==> config.mk <==
export PLATFORM = sky130hd
export DESIGN_NAME = npu_job_sequencer
export DESIGN_NICKNAME = d
export VERILOG_FILES = /design/src/rtl/npu_seq_pkg.sv /design/src/rtl/npu_seq_row_tracker.sv /design/src/rtl/npu_job_sequencer.sv
export SDC_FILE = /design/constraint.sdc
export NUM_CORES = 1
export LEC_CHECK = 0
export CORE_AREA = 2 2 159 161
export CTS_BUF_LIST = sky130_fd_sc_hd__clkbuf_16
export CTS_CLUSTER_SIZE = 25
export DETAILED_ROUTE_END_ITERATION = 10
export DIE_AREA = 0 0 161 163
export PLACE_DENSITY = 0.62
export SLEW_MARGIN = 20
export SYNTH_ARGS = -nofsm -noshare
export SYNTH_HDL_FRONTEND = slang
export SYNTH_SLANG_ARGS = --single-unit
==> constraint.sdc <==
create_clock -name clk -period 5 [get_ports clk]
set_input_delay 1.25 -clock clk [delete_from_list [all_inputs] [get_ports clk]]
set_output_delay 1.25 -clock clk [all_outputs]
set_load 0.005 [all_outputs]
==> src/rtl/npu_seq_pkg.sv <==
// Shared definitions for the NPU job sequencer.
//   seq_state_t    : sequencer FSM state encoding
//   layer_w()      : width of the layer index for a given layer count
//   CLASS_ALL_ONES : class value reported when the watchdog ends a job
package npu_seq_pkg;

    typedef enum logic [2:0] {
        ST_IDLE,
        ST_MAC_RUN,
        ST_MAC_DRAIN,
        ST_RESULT_WAIT,
        ST_DONE
    } seq_state_t;

    localparam int CLASS_W_MAX = 32;
    localparam logic [CLASS_W_MAX-1:0] CLASS_ALL_ONES = '1;

    // One extra bit so the index can also express "one past the last layer".
    function automatic int layer_w(input int num_layers);
        return $clog2(num_layers) + 1;
    endfunction

endpackage

==> src/rtl/npu_seq_row_tracker.sv <==
// Counts CPU image rows and flags when the auto-start threshold is reached.
// Ports:
//   clk, resetn      : clock, asynchronous active-low reset
//   write_row_p      : one pulse per row written
//   clear_p          : zeroes the count; beats a simultaneous write_row_p
//   start_thr        : start threshold, 0 disables auto-start
//   rows_written     : saturating row count (registered)
//   thr_met          : threshold non-zero and reached
module npu_seq_row_tracker
    import npu_seq_pkg::*;
#(
    parameter int ROW_CNT_W = 6,
    parameter int MAX_ROWS  = 63
) (
    input  logic                 clk,
    input  logic                 resetn,
    input  logic                 write_row_p,
    input  logic                 clear_p,
    input  logic [ROW_CNT_W-1:0] start_thr,
    output logic [ROW_CNT_W-1:0] rows_written,
    output logic                 thr_met
);

    localparam logic [ROW_CNT_W-1:0] ROWS_SAT = ROW_CNT_W'(MAX_ROWS);

    always_ff @(posedge clk or negedge resetn) begin
        if (!resetn) begin
            rows_written <= '0;
        end else if (clear_p) begin
            rows_written <= '0;
        end else if (write_row_p && (rows_written != ROWS_SAT)) begin
            rows_written <= rows_written + 1'b1;
        end
    end

    assign thr_met = (start_thr != '0) && (rows_written >= start_thr);

endmodule

==> src/rtl/npu_job_sequencer.sv <==
// NPU job sequencer: auto-starts inference once enough image rows are written,
// runs one MAC burst per layer, waits for each layer's writeback, then captures
// the softmax class. Supports abort and overflow latching.
//
// Optional feature, macro NPU_SEQ_WATCHDOG_EN: a watchdog bounds the time spent
// in MAC_DRAIN / RESULT_WAIT; on expiry the job ends in DONE with timeout_o=1
// and class_o all ones. Without the macro timeout_o is tied 0.
//
// Ports:
//   clk, resetn         : clock, asynchronous active-low reset
//   cfg_start_thr_i     : rows needed to auto-start (0 = disabled)
//   write_row_p_i       : CPU row written pulse
//   frame_clear_p_i     : clear rows/result/latches, DONE -> IDLE
//   abort_p_i           : cancel everything, back to IDLE
//   layer_len_i         : per-layer burst length, layer 0 in LSBs
//   layer_mac_mask_i    : per-layer MAC enable mask
//   layer_done_p_i      : writeback of current layer complete
//   result_valid_p_i    : softmax result valid, result_class_i its index
//   mac/act_overflow_i  : per-lane overflow flags
//   mac_enable_o        : active lane mask during a burst
//   mac_start/last_p_o  : first / last burst cycle of a layer
//   mac_cycle_o         : burst index (ROM / activation address)
//   layer_idx_o         : layer in progress
//   active_o, done_o    : busy / result captured
//   class_o             : captured class
//   rows_written_o      : saturating row count
//   mac/act_ovf_lat_o   : sticky overflow flags
//   timeout_o           : watchdog fired
//
// state          | meaning
// ---------------+-----------------------------------------------------
// ST_IDLE        | waiting for the row threshold
// ST_MAC_RUN     | issuing burst cycles of layer_idx_o (1 cycle if len 0)
// ST_MAC_DRAIN   | burst finished, waiting for layer writeback
// ST_RESULT_WAIT | all layers done, waiting for the softmax result
// ST_DONE        | result held until frame clear or abort
module npu_job_sequencer
    import npu_seq_pkg::*;
#(
    parameter int NUM_LAYERS  = 6,
    parameter int NUM_MACS    = 32,
    parameter int ROW_CNT_W   = 6,
    parameter int MAX_ROWS    = 63,
    parameter int CYCLES_W    = 12,
    parameter int CLASS_W     = 5,
    parameter int WDOG_CYCLES = 65535
) (
    input  logic                                      clk,
    input  logic                                      resetn,
    input  logic [ROW_CNT_W-1:0]                      cfg_start_thr_i,
    input  logic                                      write_row_p_i,
    input  logic                                      frame_clear_p_i,
    input  logic                                      abort_p_i,
    input  logic [NUM_LAYERS*CYCLES_W-1:0]            layer_len_i,
    input  logic [NUM_LAYERS*NUM_MACS-1:0]            layer_mac_mask_i,
    input  logic                                      layer_done_p_i,
    input  logic                                      result_valid_p_i,
    input  logic [CLASS_W-1:0]                        result_class_i,
    input  logic [NUM_MACS-1:0]                       mac_overflow_i,
    input  logic [NUM_MACS-1:0]                       act_overflow_i,
    output logic [NUM_MACS-1:0]                       mac_enable_o,
    output logic                                      mac_start_p_o,
    output logic                                      mac_last_p_o,
    output logic [CYCLES_W-1:0]                       mac_cycle_o,
    output logic [npu_seq_pkg::layer_w(NUM_LAYERS)-1:0] layer_idx_o,
    output logic                                      active_o,
    output logic                                      done_o,
    output logic [CLASS_W-1:0]                        class_o,
    output logic [ROW_CNT_W-1:0]                      rows_written_o,
    output logic                                      mac_ovf_lat_o,
    output logic                                      act_ovf_lat_o,
    output logic                                      timeout_o
);

    localparam int LAYER_W = layer_w(NUM_LAYERS);

    if ((NUM_LAYERS < 1) || (MAX_ROWS < 1) || (MAX_ROWS > (2**ROW_CNT_W) - 1) ||
        (CLASS_W > CLASS_W_MAX) || (WDOG_CYCLES < 1)) begin : g_bad_params
        $error("npu_job_sequencer: illegal parameter combination");
    end

    seq_state_t            state;
    logic                  thr_met;
    logic                  enter_layer;
    logic                  last_layer;
    logic [LAYER_W-1:0]    ent_idx;
    logic [CYCLES_W-1:0]   ent_len;
    logic [NUM_MACS-1:0]   ent_mask;
    logic [CYCLES_W-1:0]   cur_len;
    logic [CYCLES_W-1:0]   nxt_cycle;

`ifdef NPU_SEQ_WATCHDOG_EN
    localparam int               WDOG_W    = $clog2(WDOG_CYCLES + 1);
    localparam logic [WDOG_W-1:0] WDOG_LOAD = WDOG_W'(WDOG_CYCLES - 1);
    logic [WDOG_W-1:0]           wdog_cnt;
    logic                        timeout_q;
    assign timeout_o = timeout_q;
`else
    assign timeout_o = 1'b0;
`endif

    npu_seq_row_tracker #(
        .ROW_CNT_W (ROW_CNT_W),
        .MAX_ROWS  (MAX_ROWS)
    ) u_row_tracker (
        .clk          (clk),
        .resetn       (resetn),
        .write_row_p  (write_row_p_i),
        .clear_p      (frame_clear_p_i | abort_p_i),
        .start_thr    (cfg_start_thr_i),
        .rows_written (rows_written_o),
        .thr_met      (thr_met)
    );

    assign active_o   = (state == ST_MAC_RUN) || (state == ST_MAC_DRAIN) ||
                        (state == ST_RESULT_WAIT);
    assign last_layer = (layer_idx_o == LAYER_W'(NUM_LAYERS - 1));
    assign nxt_cycle  = mac_cycle_o + 1'b1;

    // Config of the layer in progress and of the layer about to be entered.
    always_comb begin
        ent_idx  = (state == ST_IDLE) ? '0 : layer_idx_o + 1'b1;
        cur_len  = '0;
        ent_len  = '0;
        ent_mask = '0;
        for (int i = 0; i < NUM_LAYERS; i++) begin
            if (layer_idx_o == LAYER_W'(i)) begin
                cur_len = layer_len_i[i*CYCLES_W +: CYCLES_W];
            end
            if (ent_idx == LAYER_W'(i)) begin
                ent_len  = layer_len_i[i*CYCLES_W +: CYCLES_W];
                ent_mask = layer_mac_mask_i[i*NUM_MACS +: NUM_MACS];
            end
        end
    end

    // A frame clear in IDLE wipes the row count, so it also suppresses a start.
    always_comb begin
        enter_layer = 1'b0;
        case (state)
            ST_IDLE:      enter_layer = thr_met && !frame_clear_p_i;
            ST_MAC_RUN:   enter_layer = (cur_len == '0) && !last_layer;
            ST_MAC_DRAIN: enter_layer = layer_done_p_i && !last_layer;
            default:      enter_layer = 1'b0;
        endcase
    end

    always_ff @(posedge clk or negedge resetn) begin
        if (!resetn) begin
            state         <= ST_IDLE;
            mac_enable_o  <= '0;
            mac_start_p_o <= 1'b0;
            mac_last_p_o  <= 1'b0;
            mac_cycle_o   <= '0;
            layer_idx_o   <= '0;
            done_o        <= 1'b0;
            class_o       <= '0;
`ifdef NPU_SEQ_WATCHDOG_EN
            wdog_cnt      <= WDOG_LOAD;
            timeout_q     <= 1'b0;
`endif
        end else if (abort_p_i) begin
            state         <= ST_IDLE;
            mac_enable_o  <= '0;
            mac_start_p_o <= 1'b0;
            mac_last_p_o  <= 1'b0;
            mac_cycle_o   <= '0;
            layer_idx_o   <= '0;
            done_o        <= 1'b0;
            class_o       <= '0;
`ifdef NPU_SEQ_WATCHDOG_EN
            wdog_cnt      <= WDOG_LOAD;
            timeout_q     <= 1'b0;
`endif
        end else begin
            mac_start_p_o <= 1'b0;
            mac_last_p_o  <= 1'b0;
`ifdef NPU_SEQ_WATCHDOG_EN
            // Reloaded on every cycle except while dwelling in a wait state,
            // so each entry into DRAIN / RESULT_WAIT starts a fresh window.
            wdog_cnt      <= WDOG_LOAD;
`endif
            if (frame_clear_p_i) begin
                done_o    <= 1'b0;
                class_o   <= '0;
`ifdef NPU_SEQ_WATCHDOG_EN
                timeout_q <= 1'b0;
`endif
            end

            case (state)
                ST_IDLE: begin
                end

                ST_MAC_RUN: begin
                    if (cur_len == '0) begin
                        mac_enable_o <= '0;
                        if (last_layer) begin
                            state <= ST_RESULT_WAIT;
                        end
                    end else if (mac_cycle_o >= cur_len - 1'b1) begin
                        state        <= ST_MAC_DRAIN;
                        mac_enable_o <= '0;
                        mac_cycle_o  <= '0;
                    end else begin
                        mac_cycle_o  <= nxt_cycle;
                        mac_last_p_o <= (nxt_cycle == cur_len - 1'b1);
                    end
                end

                ST_MAC_DRAIN: begin
                    if (layer_done_p_i) begin
                        if (last_layer) begin
                            state <= ST_RESULT_WAIT;
                        end
                    end
`ifdef NPU_SEQ_WATCHDOG_EN
                    else if (wdog_cnt == '0) begin
                        state     <= ST_DONE;
                        done_o    <= 1'b1;
                        class_o   <= CLASS_ALL_ONES[CLASS_W-1:0];
                        timeout_q <= 1'b1;
                    end else begin
                        wdog_cnt  <= wdog_cnt - 1'b1;
                    end
`endif
                end

                ST_RESULT_WAIT: begin
                    if (result_valid_p_i) begin
                        state   <= ST_DONE;
                        done_o  <= 1'b1;
                        class_o <= result_class_i;
                    end
`ifdef NPU_SEQ_WATCHDOG_EN
                    else if (wdog_cnt == '0) begin
                        state     <= ST_DONE;
                        done_o    <= 1'b1;
                        class_o   <= CLASS_ALL_ONES[CLASS_W-1:0];
                        timeout_q <= 1'b1;
                    end else begin
                        wdog_cnt  <= wdog_cnt - 1'b1;
                    end
`endif
                end

                ST_DONE: begin
                    if (frame_clear_p_i) begin
                        state       <= ST_IDLE;
                        layer_idx_o <= '0;
                    end
                end

                default: begin
                    state <= ST_IDLE;
                end
            endcase

            // A zero-length layer gets its one MAC_RUN cycle with no pulses
            // and no lanes enabled.
            if (enter_layer) begin
                state         <= ST_MAC_RUN;
                layer_idx_o   <= ent_idx;
                mac_cycle_o   <= '0;
                mac_start_p_o <= (ent_len != '0);
                mac_last_p_o  <= (ent_len == CYCLES_W'(1));
                mac_enable_o  <= (ent_len != '0) ? ent_mask : '0;
            end
        end
    end

    always_ff @(posedge clk or negedge resetn) begin
        if (!resetn) begin
            mac_ovf_lat_o <= 1'b0;
            act_ovf_lat_o <= 1'b0;
        end else if (abort_p_i || frame_clear_p_i) begin
            mac_ovf_lat_o <= 1'b0;
            act_ovf_lat_o <= 1'b0;
        end else if (active_o) begin
            mac_ovf_lat_o <= mac_ovf_lat_o | (|mac_overflow_i);
            act_ovf_lat_o <= act_ovf_lat_o | (|act_overflow_i);
        end
    end

endmodule

==> summary.md <==
| Metric | Value |
|---|---|
| Run status | `completed` |
| Top_reg_cell synth | `dfrtp_1` |
| Initial antenna violation count | `1` |
| H-tree depth | `3` |
| Hold crit path type | `flip-flop to flip-flop` |
| Via Count | `between 8k and 9k` |
| Port buffer count | `410` |
| Setup crit end | `mac_last_p_o` |
| Power Dens Cells | `296.2 mW/mm2` |
| RR Startpoint | `layer_idx_o[1]` |
| ANT nets after route | `0` |
| Hpwl dp | `25.01 mm` |
| R2r endpoint | `mac_last_p_o` |
| Clk_lat worst skew | `0.34 ns` |
| Synth-to-layout area growth | `76.56%` |
| Vias per inst | `5.268` |
| Avg WL per Cell | `19.43 um` |
| Initial core utilization | `0.2624` |
| Clk buf depth | `2` |
| Critical path class | `input port to flip-flop` |
| Max_slew headroom | `0.3658` |
| Final WL | `around 30 mm` |
| Ys async rst share | `1.000` |
| Pre-CTS setup slack | `-0.1797 ns` |
| Global-route wire length before repair | `45.84 mm` |
| Die W | `161 um` |
| Post-route cell area | `0.01143 mm2` |
| Comb power frac | `0.569` |
| Post-synth EDFFs | `0` |
| Nets@finish | `1613` |
| Sequential share of power | `0.215` |
| RePlAce Congestion | `0.9111` |
| Switching Fraction | `0.3700` |
| Largest net degree at the start of global routing | `68` |
| Cells after Synth | `around 840` |
| Worst setup EP type | `flip-flop` |
| CTS clock-pin slew for the worst setup and hold paths | `~0.06 ns` |
| VDD IR-drop max | `0.1701 mV` |
| N_diodes | `0` |
| CP max FO | `3` |
| Synthesized Nets | `1210` |
| Critical path, cell by cell | `clkdlybuf4s50_1, a21oi_1, o2bb2ai_1, o21a_1, a221oi_2, ha_1, buf_4, xnor2_1, ha_1, a21o_1, a211oi_1, o21ai_0, a221oi_2, nand4_1, a2111o_1, o32ai_1` |
| Synthesis-stage register bit count | `67` |
| Lkg Pwr | `roughly 4.6 nW` |
| CTS Hold Bufs | `0` |
| Cell-internal power | `2.133 mW` |
| Sequential area share after synthesis | `0.2590` |
| Std-Cell Rows | `58` |
| Final hold violations | `0` |
| Largest area contributor in the netlist | `dfrtp_1` |
| Beginning of the critical path | `layer_len_i[13]` |
| WP data arrival | `~5 ns` |
| Fin util | `0.4632` |
| Clk sinks | `67` |
| Syn Std Cell Area | `0.006474 mm2` |
| Starting DRT DRC Count | `roughly 670` |
| Clock share of power | `0.217` |
| Die H | `between 150 and 200 um` |
| Total I/O pin count | `412` |
| Period utilisation layout | `0.9478` |
| Grt ovf | `0` |
| Slowest CP cell | `clkdlybuf4s50_1` |
| Worst-case reg-to-reg path depth | `18` |
| Setup crit start kind | `input port` |
| Area contributors post-synth | `dfrtp_1, o21ai_0, a21oi_1` |
| Core area | `0.02467 mm2` |
| Fin Setup TNS | `0 ns` |
| Die area | `0.02624 mm2` |
| Fmax | `roughly 210 MHz` |
| Vias in the first global route | `approximately 8.1k` |
| Drt pass-1 iters | `7` |
| Final min period | `4.739 ns` |
| Share of cells above drive strength 1 | `0.06736` |
| Fin. max-slew vios | `0` |
| Synth cell types | `between 70 and 80` |
| Hold slack final | `0.5015 ns` |
| Synth Warn # | `0` |
| Least-Margin Pin Slew | `around 0.95 ns` |
| Placed cell area | `between 0.01 and 0.015 mm2` |
| Yosys top cell area share | `0.2590` |
| CTS tree | `built` |
| CP max stage delay | `0.49 ns` |
| Final WS setup | `between 0.2 and 0.3 ns` |
| Max_cap viols | `0` |
| Avg Inst Size Synth | `7.716 um2` |
| Final number of setup-violating endpoints | `0` |
| Post-route DRC | `0` |
| CTS Buf Count | `9` |
| GRT Overall Usage | `0.2232` |
| Root buffer cell | `clkbuf_16` |
| Switch Pwr | `1.253 mW` |
| Reg2reg setup slack | `~0.42 ns` |
| Worst Skew | `0.007072 ns` |
| Crit path required time | `5.22 ns` |
critical path: cells and delay by family:
family / cells / cell delay, ns
compound gates: 10 / 2.09
fa+ha+maj: 2 / 0.52
buf+inv: 2 / 0.64
simple gates: 1 / 0.20
xor+xnor: 1 / 0.26
sequential cells by signal, indices dropped and copies added (netlist names):
register                    cells
mac_cycle_o                    12
done_o                          1
mac_enable_o                   32
mac_start_p_o                   1
class_o                         5
layer_idx_o                     4
mac_last_p_o                    1
act_ovf_lat_o                   1
u_row_tracker.rows_written      6
state                           3
mac_ovf_lat_o                   1
how the worst min path moves through the flow:
stage | start | to | slack [ns] | cells after the start
global placement | mac_enable_o[1] | mac_enable_o[1] | 0.49 | 1
floorplan | mac_enable_o[13] | mac_enable_o[13] | 0.50 | 1
finish | mac_enable_o[12] | mac_enable_o[12] | 0.50 | 1
global route | mac_enable_o[1] | mac_enable_o[1] | 0.51 | 1
detailed placement | mac_enable_o[10] | mac_enable_o[10] | 0.49 | 1
CTS | mac_enable_o[12] | mac_enable_o[12] | 0.51 | 1
area by class of cell:
class	instances	area, um2
clock inverters	7	117.6
fillers	2442	13240
repair buffers	450	4427
multi-input cells	687	4469
clock buffers	9	225.2
flip-flops and latches	67	1677
inverters	27	101.3
well taps	330	412.9
cell usage after synthesis, types with 4 or more instances:
library cell,n
xor2_1,12
a221o_1,10
buf_2,14
o21ai_0,97
buf_4,4
ha_1,25
a22o_1,33
nand4_1,11
and3_1,9
a21o_1,7
mux2i_1,8
nand2_1,79
a31oi_1,4
xnor2_1,15
o2bb2ai_1,5
a22oi_1,8
o21a_1,5
o31ai_1,7
a222oi_1,27
or2_2,6
a21oi_1,80
inv_1,27
nor4_1,34
nand3b_1,15
clkbuf_1,35
nor2_1,70
dfrtp_1,67
nand2b_1,11
nor3_1,11
nand3_1,20
a211oi_1,6
nor2b_1,9
or3_1,6
cell families (layout without fill, tap and decap cells):
kind of cell	Yosys count	after routing	share of synthesized area
flip-flops	67	67	0.2590
XOR/XNOR	29	29	0.04349
adder cells (fa/ha/maj)	25	25	0.04832
AO/OA/AOI/OAI	319	319	0.3324
multiplexers	11	11	0.01759
buffers and inverters	85	493	0.05663
AND/OR/NAND/NOR	302	302	0.2420
other	1	1	0.0005793
per-stage QoR:
stage | cells | total power, mW
final | 1577 | 3.386
after global routing | 1577 | 3.601
after CTS | 1576 | 3.413
after detailed placement | 1560 | 2.655
after global placement | 1560 | 2.651
after floorplan | 839 | 1.696
repair_timing:
action,in CTS,in global routing
buffers inserted,0,1
endpoints found under the setup margin,0,44
gates resized for setup,0,3
per-layer routing:
layer | up-vias | wire (um) | GRT usage
met5 | - | 7 | 0
met1 | 3917 | 12900 | 0.2812
met4 | 2 | 691 | 0.06859
met3 | 50 | 1979 | 0.04354
li1 | 3997 | - | -
met2 | 341 | 15070 | 0.3859
power groups by stage:
stage,registers (mW),logic [mW],clock network [mW]
after floorplan,0.732,0.964,0
after global placement,0.733,1.92,0
after detailed placement,0.729,1.93,0
after CTS,0.727,1.93,0.754
after global routing,0.741,2.08,0.779
final,0.727,1.93,0.734
placed cells by master (no fill, tap or decap), types with 3 or more instances in the layout:
master / synthesis / final
or4_1: 3 / 3
o31ai_1: 7 / 7
nand3b_1: 15 / 15
or2_2: 6 / 6
mux2_2: 3 / 3
a21oi_1: 80 / 79
nand2_1: 79 / 79
a22oi_1: 8 / 8
a21boi_0: 3 / 3
o21ai_0: 97 / 96
nand4_1: 11 / 11
buf_4: 4 / 39
a222oi_1: 27 / 27
and3_1: 9 / 9
a32oi_1: 3 / 3
ha_1: 25 / 24
nor4_1: 34 / 34
nor2b_1: 9 / 9
xor2_1: 12 / 12
a22o_1: 33 / 33
clkdlybuf4s50_1: 0 / 409
nand3_1: 20 / 20
a21o_1: 7 / 7
or3_1: 6 / 6
mux2i_1: 8 / 8
nor3_1: 11 / 11
o21a_1: 5 / 5
a211oi_1: 6 / 6
dfrtp_1: 67 / 67
nor2_1: 70 / 69
a31oi_1: 4 / 4
o2bb2ai_1: 5 / 5
xnor2_1: 15 / 15
a221o_1: 10 / 10
inv_1: 27 / 28
clkbuf_16: 0 / 9
nand2b_1: 11 / 11
bufinv_16: 0 / 3
Note: power is estimated with default switching activity, not from simulation.
